### config.mk
export PLATFORM = sky130hd
export DESIGN_NAME = load_store_unit
export DESIGN_NICKNAME = d
export VERILOG_FILES = /design/src/rtl/load_store_unit.sv
export SDC_FILE = /design/constraint.sdc
export NUM_CORES = 1
export LEC_CHECK = 0
export CAP_MARGIN = 20
export CORE_ASPECT_RATIO = 1.4
export CORE_MARGIN = 10
export CORE_UTILIZATION = 42
export DETAILED_ROUTE_END_ITERATION = 12
export PLACE_DENSITY = 0.77
export SLEW_MARGIN = 30
export SYNTH_ARGS = -nofsm -noshare
export SYNTH_HDL_FRONTEND = slang
export SYNTH_SLANG_ARGS = --single-unit
### constraint.sdc
create_clock -name clk -period 2.4 [get_ports clk]
set_input_delay 0.24 -clock clk [delete_from_list [all_inputs] [get_ports clk]]
set_output_delay 0.24 -clock clk [all_outputs]
set_load 0.01 [all_outputs]
### src/rtl/load_store_unit.sv
// Load/store unit: turns a pipeline load/store into a single-beat memory
// request, aligns and extends load data, and flags misaligned, illegal or timed-out accesses.
module load_store_unit #(
  parameter int TIMEOUT = 16
) (
  input  logic        clk,
  input  logic        reset,
  input  logic        MemRead,
  input  logic        MemWrite,
  input  logic [2:0]  funct3,
  input  logic [31:0] ALUResult,
  input  logic [31:0] WriteData,
  output logic [31:0] ReadData,
  output logic        Stall,
  output logic        AccessErr,
  output logic        mem_req,
  output logic        mem_we,
  output logic [31:0] mem_addr,
  output logic [31:0] mem_wdata,
  output logic [3:0]  mem_wstrb,
  input  logic        mem_ready,
  input  logic [31:0] mem_rdata
);

  typedef enum logic [1:0] {IDLE, REQ, DONE} state_t;

  localparam logic [31:0] LP_LAST = 32'(TIMEOUT - 1);

  state_t      r_state;
  logic [31:0] r_cnt;
  logic [1:0]  r_lane;
  logic [2:0]  r_funct3;

  logic        w_access;
  logic        w_legal;
  logic        w_misalign;
  logic [3:0]  w_wstrb;
  logic [31:0] w_wdata;
  logic [7:0]  w_byte;
  logic [15:0] w_half;
  logic [31:0] w_load;

  assign w_access = MemRead | MemWrite;
  assign Stall    = w_access && (r_state != DONE);

  // Legality and alignment of the incoming request; a store outranks a load.
  always_comb begin
    w_legal = 1'b0;
    if (MemWrite) begin
      case (funct3)
        3'b000, 3'b001, 3'b010: w_legal = 1'b1;
        default:                w_legal = 1'b0;
      endcase
    end else begin
      case (funct3)
        3'b000, 3'b001, 3'b010, 3'b100, 3'b101: w_legal = 1'b1;
        default:                                w_legal = 1'b0;
      endcase
    end
    case (funct3[1:0])
      2'b01:   w_misalign = ALUResult[0];
      2'b10:   w_misalign = (ALUResult[1:0] != 2'b00);
      default: w_misalign = 1'b0;
    endcase
  end

  // Store strobes and lane-replicated store data.
  always_comb begin
    case (funct3[1:0])
      2'b00: begin
        w_wstrb = 4'b0001 << ALUResult[1:0];
        w_wdata = {4{WriteData[7:0]}};
      end
      2'b01: begin
        w_wstrb = 4'b0011 << ALUResult[1:0];
        w_wdata = {2{WriteData[15:0]}};
      end
      2'b10: begin
        w_wstrb = 4'b1111;
        w_wdata = WriteData;
      end
      default: begin
        w_wstrb = 4'b0000;
        w_wdata = 32'h0000_0000;
      end
    endcase
  end

  // Lane selection and sign/zero extension of the returned word.
  always_comb begin
    case (r_lane)
      2'b00:   w_byte = mem_rdata[7:0];
      2'b01:   w_byte = mem_rdata[15:8];
      2'b10:   w_byte = mem_rdata[23:16];
      default: w_byte = mem_rdata[31:24];
    endcase
    w_half = r_lane[1] ? mem_rdata[31:16] : mem_rdata[15:0];
    case (r_funct3)
      3'b000:  w_load = {{24{w_byte[7]}}, w_byte};
      3'b001:  w_load = {{16{w_half[15]}}, w_half};
      3'b010:  w_load = mem_rdata;
      3'b100:  w_load = {24'h00_0000, w_byte};
      3'b101:  w_load = {16'h0000, w_half};
      default: w_load = 32'h0000_0000;
    endcase
  end

  // Access sequencer with registered bus and result outputs.
  always_ff @(posedge clk) begin
    if (reset) begin
      r_state   <= IDLE;
      r_cnt     <= 32'd0;
      r_lane    <= 2'b00;
      r_funct3  <= 3'b000;
      ReadData  <= 32'h0000_0000;
      AccessErr <= 1'b0;
      mem_req   <= 1'b0;
      mem_we    <= 1'b0;
      mem_addr  <= 32'h0000_0000;
      mem_wdata <= 32'h0000_0000;
      mem_wstrb <= 4'b0000;
    end else begin
      case (r_state)
        IDLE: begin
          AccessErr <= 1'b0;
          if (w_access) begin
            r_lane   <= ALUResult[1:0];
            r_funct3 <= funct3;
            r_cnt    <= 32'd0;
            if (w_legal && !w_misalign) begin
              r_state   <= REQ;
              mem_req   <= 1'b1;
              mem_we    <= MemWrite;
              mem_addr  <= {ALUResult[31:2], 2'b00};
              mem_wdata <= MemWrite ? w_wdata : 32'h0000_0000;
              mem_wstrb <= MemWrite ? w_wstrb : 4'b0000;
            end else begin
              // Errors skip the bus entirely and report straight from DONE.
              r_state   <= DONE;
              AccessErr <= 1'b1;
              ReadData  <= 32'h0000_0000;
            end
          end else begin
            r_state <= IDLE;
          end
        end
        REQ: begin
          if (mem_ready || (r_cnt == LP_LAST)) begin
            r_state   <= DONE;
            AccessErr <= !mem_ready;
            ReadData  <= (mem_ready && !mem_we) ? w_load : 32'h0000_0000;
            mem_req   <= 1'b0;
            mem_we    <= 1'b0;
            mem_addr  <= 32'h0000_0000;
            mem_wdata <= 32'h0000_0000;
            mem_wstrb <= 4'b0000;
          end else begin
            r_cnt <= r_cnt + 32'd1;
          end
        end
        DONE: begin
          r_state   <= IDLE;
          AccessErr <= 1'b0;
        end
        default: begin
          r_state <= IDLE;
        end
      endcase
    end
  end

endmodule

**Word level (Yosys, flattened, before mapping)**

Cells that the tools add are included.

- Bits of input ports: 104
- Bits in registers: 142
- Word-level logic and storage cells: 103
- Memories: 0
- Memory bits (writable): 0
- Output and inout bits: 104
- ROM bits: 0
- Bits in latches: 0

- Shift operators: 2
- Bitwise logic cells: 1
- Div/mod/pow operators: 0
- Equal/unequal tests: 21
- Magnitude comparators: 0
- Add/sub/neg operators: 1
- Reduce and logical (&&, ||, !) cells: 22
- Multiplexer cells: 45
- $mul: 0

Operators with widths:

| cell | count |
|---|---|
| two-way mux 32 bit | 12 |
| case mux 32 bit (2 select lines) | 4 |
| case mux 32 bit (5 select lines) | 1 |
| case mux 32 bit (3 select lines) | 1 |
| adder 32 x 1 -> 32 bit, second input constant | 1 |
| equality test 32 x 4 -> 1 bit, second input constant | 1 |
| case mux 8 bit (3 select lines) | 1 |
| two-way mux 16 bit | 1 |
| two-way mux 4 bit | 4 |
| equality test 3 bit, second input constant | 4 |
| inequality test 2 bit, second input constant | 6 |
| case mux 4 bit (3 select lines) | 1 |
| two-way mux 1 bit | 11 |
| case mux 4 bit (2 select lines) | 1 |
| AND reduction 4 bit | 2 |
| equality test 2 x 1 -> 1 bit, second input constant | 3 |
| equality test 2 bit, second input constant | 3 |
| equality test 3 x 1 -> 1 bit, second input constant | 2 |
| equality test 3 x 2 -> 1 bit, second input constant | 2 |
| logical NOT 2 bit | 3 |
| logical NOT 3 bit | 2 |
| two-way mux 2 bit | 3 |
| case mux 1 bit (2 select lines) | 3 |
| OR reduction 5 bit | 1 |
| other kinds (13) | 19 |

**Longest topological paths before layout**

- Depth after elaboration: 8
- Depth in mapped cells: 11
- Depth with buffers taken out: 8

**Worst setup path before layout**

OpenSTA, ideal clock, no wires.

- Path type: flip-flop to flip-flop
- From: register r_state[0]
- To: register r_cnt[30]
- Required time: 2285 ps
- Cell stages (with the launch flop): 12
- Buffers on the path: 3
- Path slack: 89 ps
- Clock period less this slack: 2311 ps
- Data arrival time: 2196 ps
- Setup time: 115 ps
- Cells stage by stage: dfxtp_1 > inv_1 > ha_1 > buf_2 > o21a_1 > clkbuf_8 > or2_2 > o211ai_1 > and2_1 > clkbuf_1 > nor3_1 > o21ba_2

- Longest elaborated chain between the ends: 3
- Elaborated cells between the ends (all ways): 7
- Classes of those cells: eq/ne (3); mux (1); reduce/logical (3)

Ends and longest elaborated chain:

| element | line | RTL |
|---|---|---|
| from (decl) | 29 | `state_t r_state;` |
| from (signal assigned) | 111 | `r_state <= IDLE;` |
| from (signal assigned) | 131 | `r_state <= REQ;` |
| from (signal assigned) | 139 | `r_state <= DONE;` |
| equality test 2 x 1 -> 1 bit / logical NOT 2 bit (equally long branches) | 123 | `case (r_state)` |
| inequality test 2 bit (no source line) / nonzero test 2 bit (equally long branches) | - |  |
| AND reduction 3 bit (no source line) | - |  |
| to (signal assigned) | 158 | `r_cnt <= r_cnt + 32'd1;` |
| to (decl) | 30 | `logic [31:0] r_cnt;` |

Parallel ways exist; a longest one is shown, timed or not.
A chain may end at the register's enable or synchronous reset.

**Worst setup path in the final report**

- From: input funct3[0]
- To: register mem_addr[22]

- Longest elaborated chain between the ends: 7
- Elaborated cells between the ends (all ways): 17
- Classes of those cells: eq/ne (7); mux (4); reduce/logical (6)

Ends and longest elaborated chain:

| element | line | RTL |
|---|---|---|
| from (decl) | 10 | `input logic [2:0] funct3,` |
| equality test 3 x 1 -> 1 bit (tied with other cells) | 50, 55 |  |
| OR reduction 5 bit / OR reduction 3 bit (equally long branches) | 55, 50 |  |
| two-way mux 1 bit, on equally long branches | 55, 50 |  |
| two-way mux 1 bit | 49 | `if (MemWrite) begin` |
| logical AND 1 bit (*) | 130 | `if (w_legal && !w_misalign) begin` |
| inequality test 2 bit (no source line) (*) | - |  |
| AND reduction 4 bit (no source line) (*) | - |  |
| to (signal assigned) | 134 | `mem_addr <= {ALUResult[31:2], 2'b00};` |
| to (decl) | 18 | `output logic [31:0] mem_addr,` |

Mark *: on every way between the ends. The rest lies on a longest branch, timed or not.

==> flow_summary.json <==
{
  "crit_path_top_delay_cell": "clkdlybuf4s50_1",
  "max_freq_mhz": 445,
  "worst-path-buf-inv": 3,
  "fin_hold_ws_ps": 419,
  "syn_to_final_growth_pct": 49.3,
  "start_util_pct": 42.7,
  "async_flop_share_pct": 0,
  "grt_antenna_before_repair": 1,
  "grt_max_degree": 65,
  "period_share_pct": 93.6,
  "root_buffer": "clkbuf_16",
  "critPathLaunchType": "input pin",
  "fillers": 1236,
  "cp_top_family": "compound AO/OA/AOI/OAI gates",
  "via_count": 6255,
  "cp_max_fo": 43,
  "status": "completed",
  "synth_top_cell_by_area": "dfxtp_1",
  "netlist_area_um2": 6400,
  "ir_drop_v": 0.000426,
  "first_pass_iters": 5,
  "p_leak_uw": 0.00336,
  "crit_type": "in2reg",
  "grt_pass1_wl_um": 32600,
  "dieArea_um2": 20600,
  "synth_ff_type": "dfxtp_1",
  "clk_pin_slew_worst_paths_ps": 70,
  "synth_edf_count": 0,
  "diodes": 0,
  "hpwlAfterDp_um": 14700,
  "clock-sinks": 140,
  "crit_arrival_ps": 2550,
  "critPathRequiredTime_ps": 2710,
  "end_kind": "flop",
  "ys_types": 62,
  "yosysWarningCount": 0,
  "place_congestion": 0.811,
  "tns_ps": 0,
  "synth_seq_area_share_pct": 43.8,
  "cts_inserted_buffers": 17,
  "row_count": 53,
  "fin_util_pct": 63.8,
  "drc_errors": 0,
  "hp-class": "in2reg",
  "max_stage_delay_ps": 510,
  "clock_latency_ps": 420,
  "grt_remaining_overflow": 0,
  "max_cap_viol_count": 0,
  "tightest_slew_ps": 644,
  "fin_crit_ps": 2250,
  "hold_viol_final": 0,
  "finalSetupViolations": 0,
  "slew_viol_final": 0,
  "postCtsHoldBufs": 0,
  "ys_seq_elements": 140,
  "p_total_uw": 6260,
  "grt_pass1_vias": 6372,
  "path_cells": "clkdlybuf4s50_1, inv_1, ha_1, o21ai_0, nand2_1, a221o_1, a211oi_4, nor2_4, buf_12, a22o_1",
  "cts_tree": "built",
  "layout-drive-gt1-share_pct": 11.8,
  "avgRoutedWirePerCell_um": 17.3,
  "rsz0062_at_grt": "false",
  "synthTopCellsByArea": "dfxtp_1 44%, a22o_1 5.2%, a21oi_1 4.7%, nand2_1 4.2%, nand2b_1 3.8%",
  "postRouteAntennaNets": 0,
  "track_usage_pct": 18.6,
  "pwr_density_cell_nw_per_um2": 655,
  "synthDominantCellAreaShare_pct": 43.8,
  "routed_wl_um": 19900,
  "coreArea_um2": 15000,
  "max_slew_margin_pct": 56.6,
  "syn_avg_cell_area_um2": 8.94,
  "die_y_um": 166,
  "drt_iter0_drc": 468,
  "io_buffer_count": 205,
  "nets": 1057,
  "cts_setup_buffers": 0,
  "syn_inst": 716,
  "clockBufferDepth": 2,
  "cts_htree_levels": 4,
  "fin_worst_skew_ps": 21.2,
  "viasPerCell": 5.44,
  "num_io_pins": 208,
  "chipWidth_um": 124
}
==> cells in the final DEF, fill, tap and decap left out, types with 3 or more instances in the layout <==
cell type / count
dfxtp_1: 140
o211ai_1: 4
a22oi_1: 24
o2bb2ai_1: 24
inv_1: 14
a211oi_1: 8
nand2_1: 71
xnor2_1: 18
or3_1: 6
inv_8: 3
mux4_2: 8
inv_6: 7
nand2b_1: 39
a222oi_1: 8
nor4_1: 5
and3_1: 6
nor3_1: 8
clkdlybuf4s50_1: 205
nand3_1: 15
a21oi_1: 60
buf_4: 48
xor2_1: 3
a21o_1: 4
nor2_1: 56
a22o_1: 38
nand4_1: 10
clkbuf_16: 17
ha_1: 9
o21ai_0: 46
buf_12: 4
==> stage by stage <==
step	instance area [µm²]	worst slack (ps)	instances
after floorplan	6400	88.9	717
after global placement	8930	-208	1117
after detailed placement	8930	-257	1117
after CTS	9530	125	1149
after global routing	9560	0.546	1149
final	9560	154	1149
==> cells in the mapped netlist (all sizes together) (3+ instances only) <==
library cell,number
nor3,10
nor2,57
buf,15
a21o,4
mux4,8
o2bb2ai,24
and3,6
o21ai,47
a21oi,60
nand3,15
nand2,71
dfxtp,140
clkbuf,34
o211ai,4
a211oi,11
nand2b,39
inv,14
a222oi,8
ha,9
or3,8
a22o,38
nand4,11
xor2,3
nor4,7
a22oi,24
xnor2,18
==> power breakdown <==
part	internal (µW)	switching [µW]	total, µW
Sequential	2400	59.4	2460
Combinational	564	546	1110
Clock	1570	1120	2690
Total	4540	1720	6260
==> cell type report <==
type	instances	area [µm²]	area share, %
clock buffers	17	425	4.45
repair buffers	257	2490	26.1
multi-input cells	514	3370	35.2
well taps	192	240	2.51
flip-flops and latches	140	2800	29.3
inverters	14	52.6	0.550
clock inverters	15	175	1.83
==> flip-flops by register name, indices dropped and copies added, names as in the netlist, 2 cells and up <==
| name | count |
|---|---|
| r_cnt | 32 |
| r_lane | 2 |
| mem_wdata | 32 |
| mem_addr | 30 |
| r_state | 2 |
| ReadData | 32 |
| mem_wstrb | 4 |
| r_funct3 | 3 |
==> cell families (layout without fill, tap and decap cells) <==
kind of cell | after synthesis | after routing | share of synthesized area (%)
AND/OR/NAND/NOR | 237 | 237 | 18.5
AO/OA/AOI/OAI | 234 | 234 | 25.4
flip-flops | 140 | 140 | 43.8
buffers and inverters | 63 | 303 | 4.34
XOR/XNOR | 21 | 21 | 2.87
multiplexers | 11 | 11 | 3.30
adder cells (fa/ha/maj) | 9 | 9 | 1.76
other | 1 | 2 | 0.0586
==> per-layer routing <==
| layer | GRT usage [%] | wire length (µm) | vias to the layer above |
|---|---|---|---|
| li1 | - | - | 3057 |
| met1 | 21.4 | 8340 | 2938 |
| met2 | 30.6 | 9580 | 236 |
| met3 | 7.35 | 1680 | 22 |
| met4 | 6.25 | 280 | 2 |
| met5 | 0 | 9 | - |
==> path summary, 6_finish.rpt <==
kind	cells past startpoint	endpoint	slack [ps]	from
setup / recovery	10	mem_addr[22]	150	funct3[0]
hold / removal	2	mem_addr[11]	420	ALUResult[11]
hold reg to reg	1	mem_wdata[25]	460	mem_wdata[25]
setup reg to reg	8	mem_addr[22]	160	r_cnt[0]
==> repair_timing <==
action | in CTS | in global routing
resized for setup | 0 | 5
setup endpoints to repair | 0 | 47
endpoints found under the hold margin | 0 | 0
(Power assumes the default switching activity.)
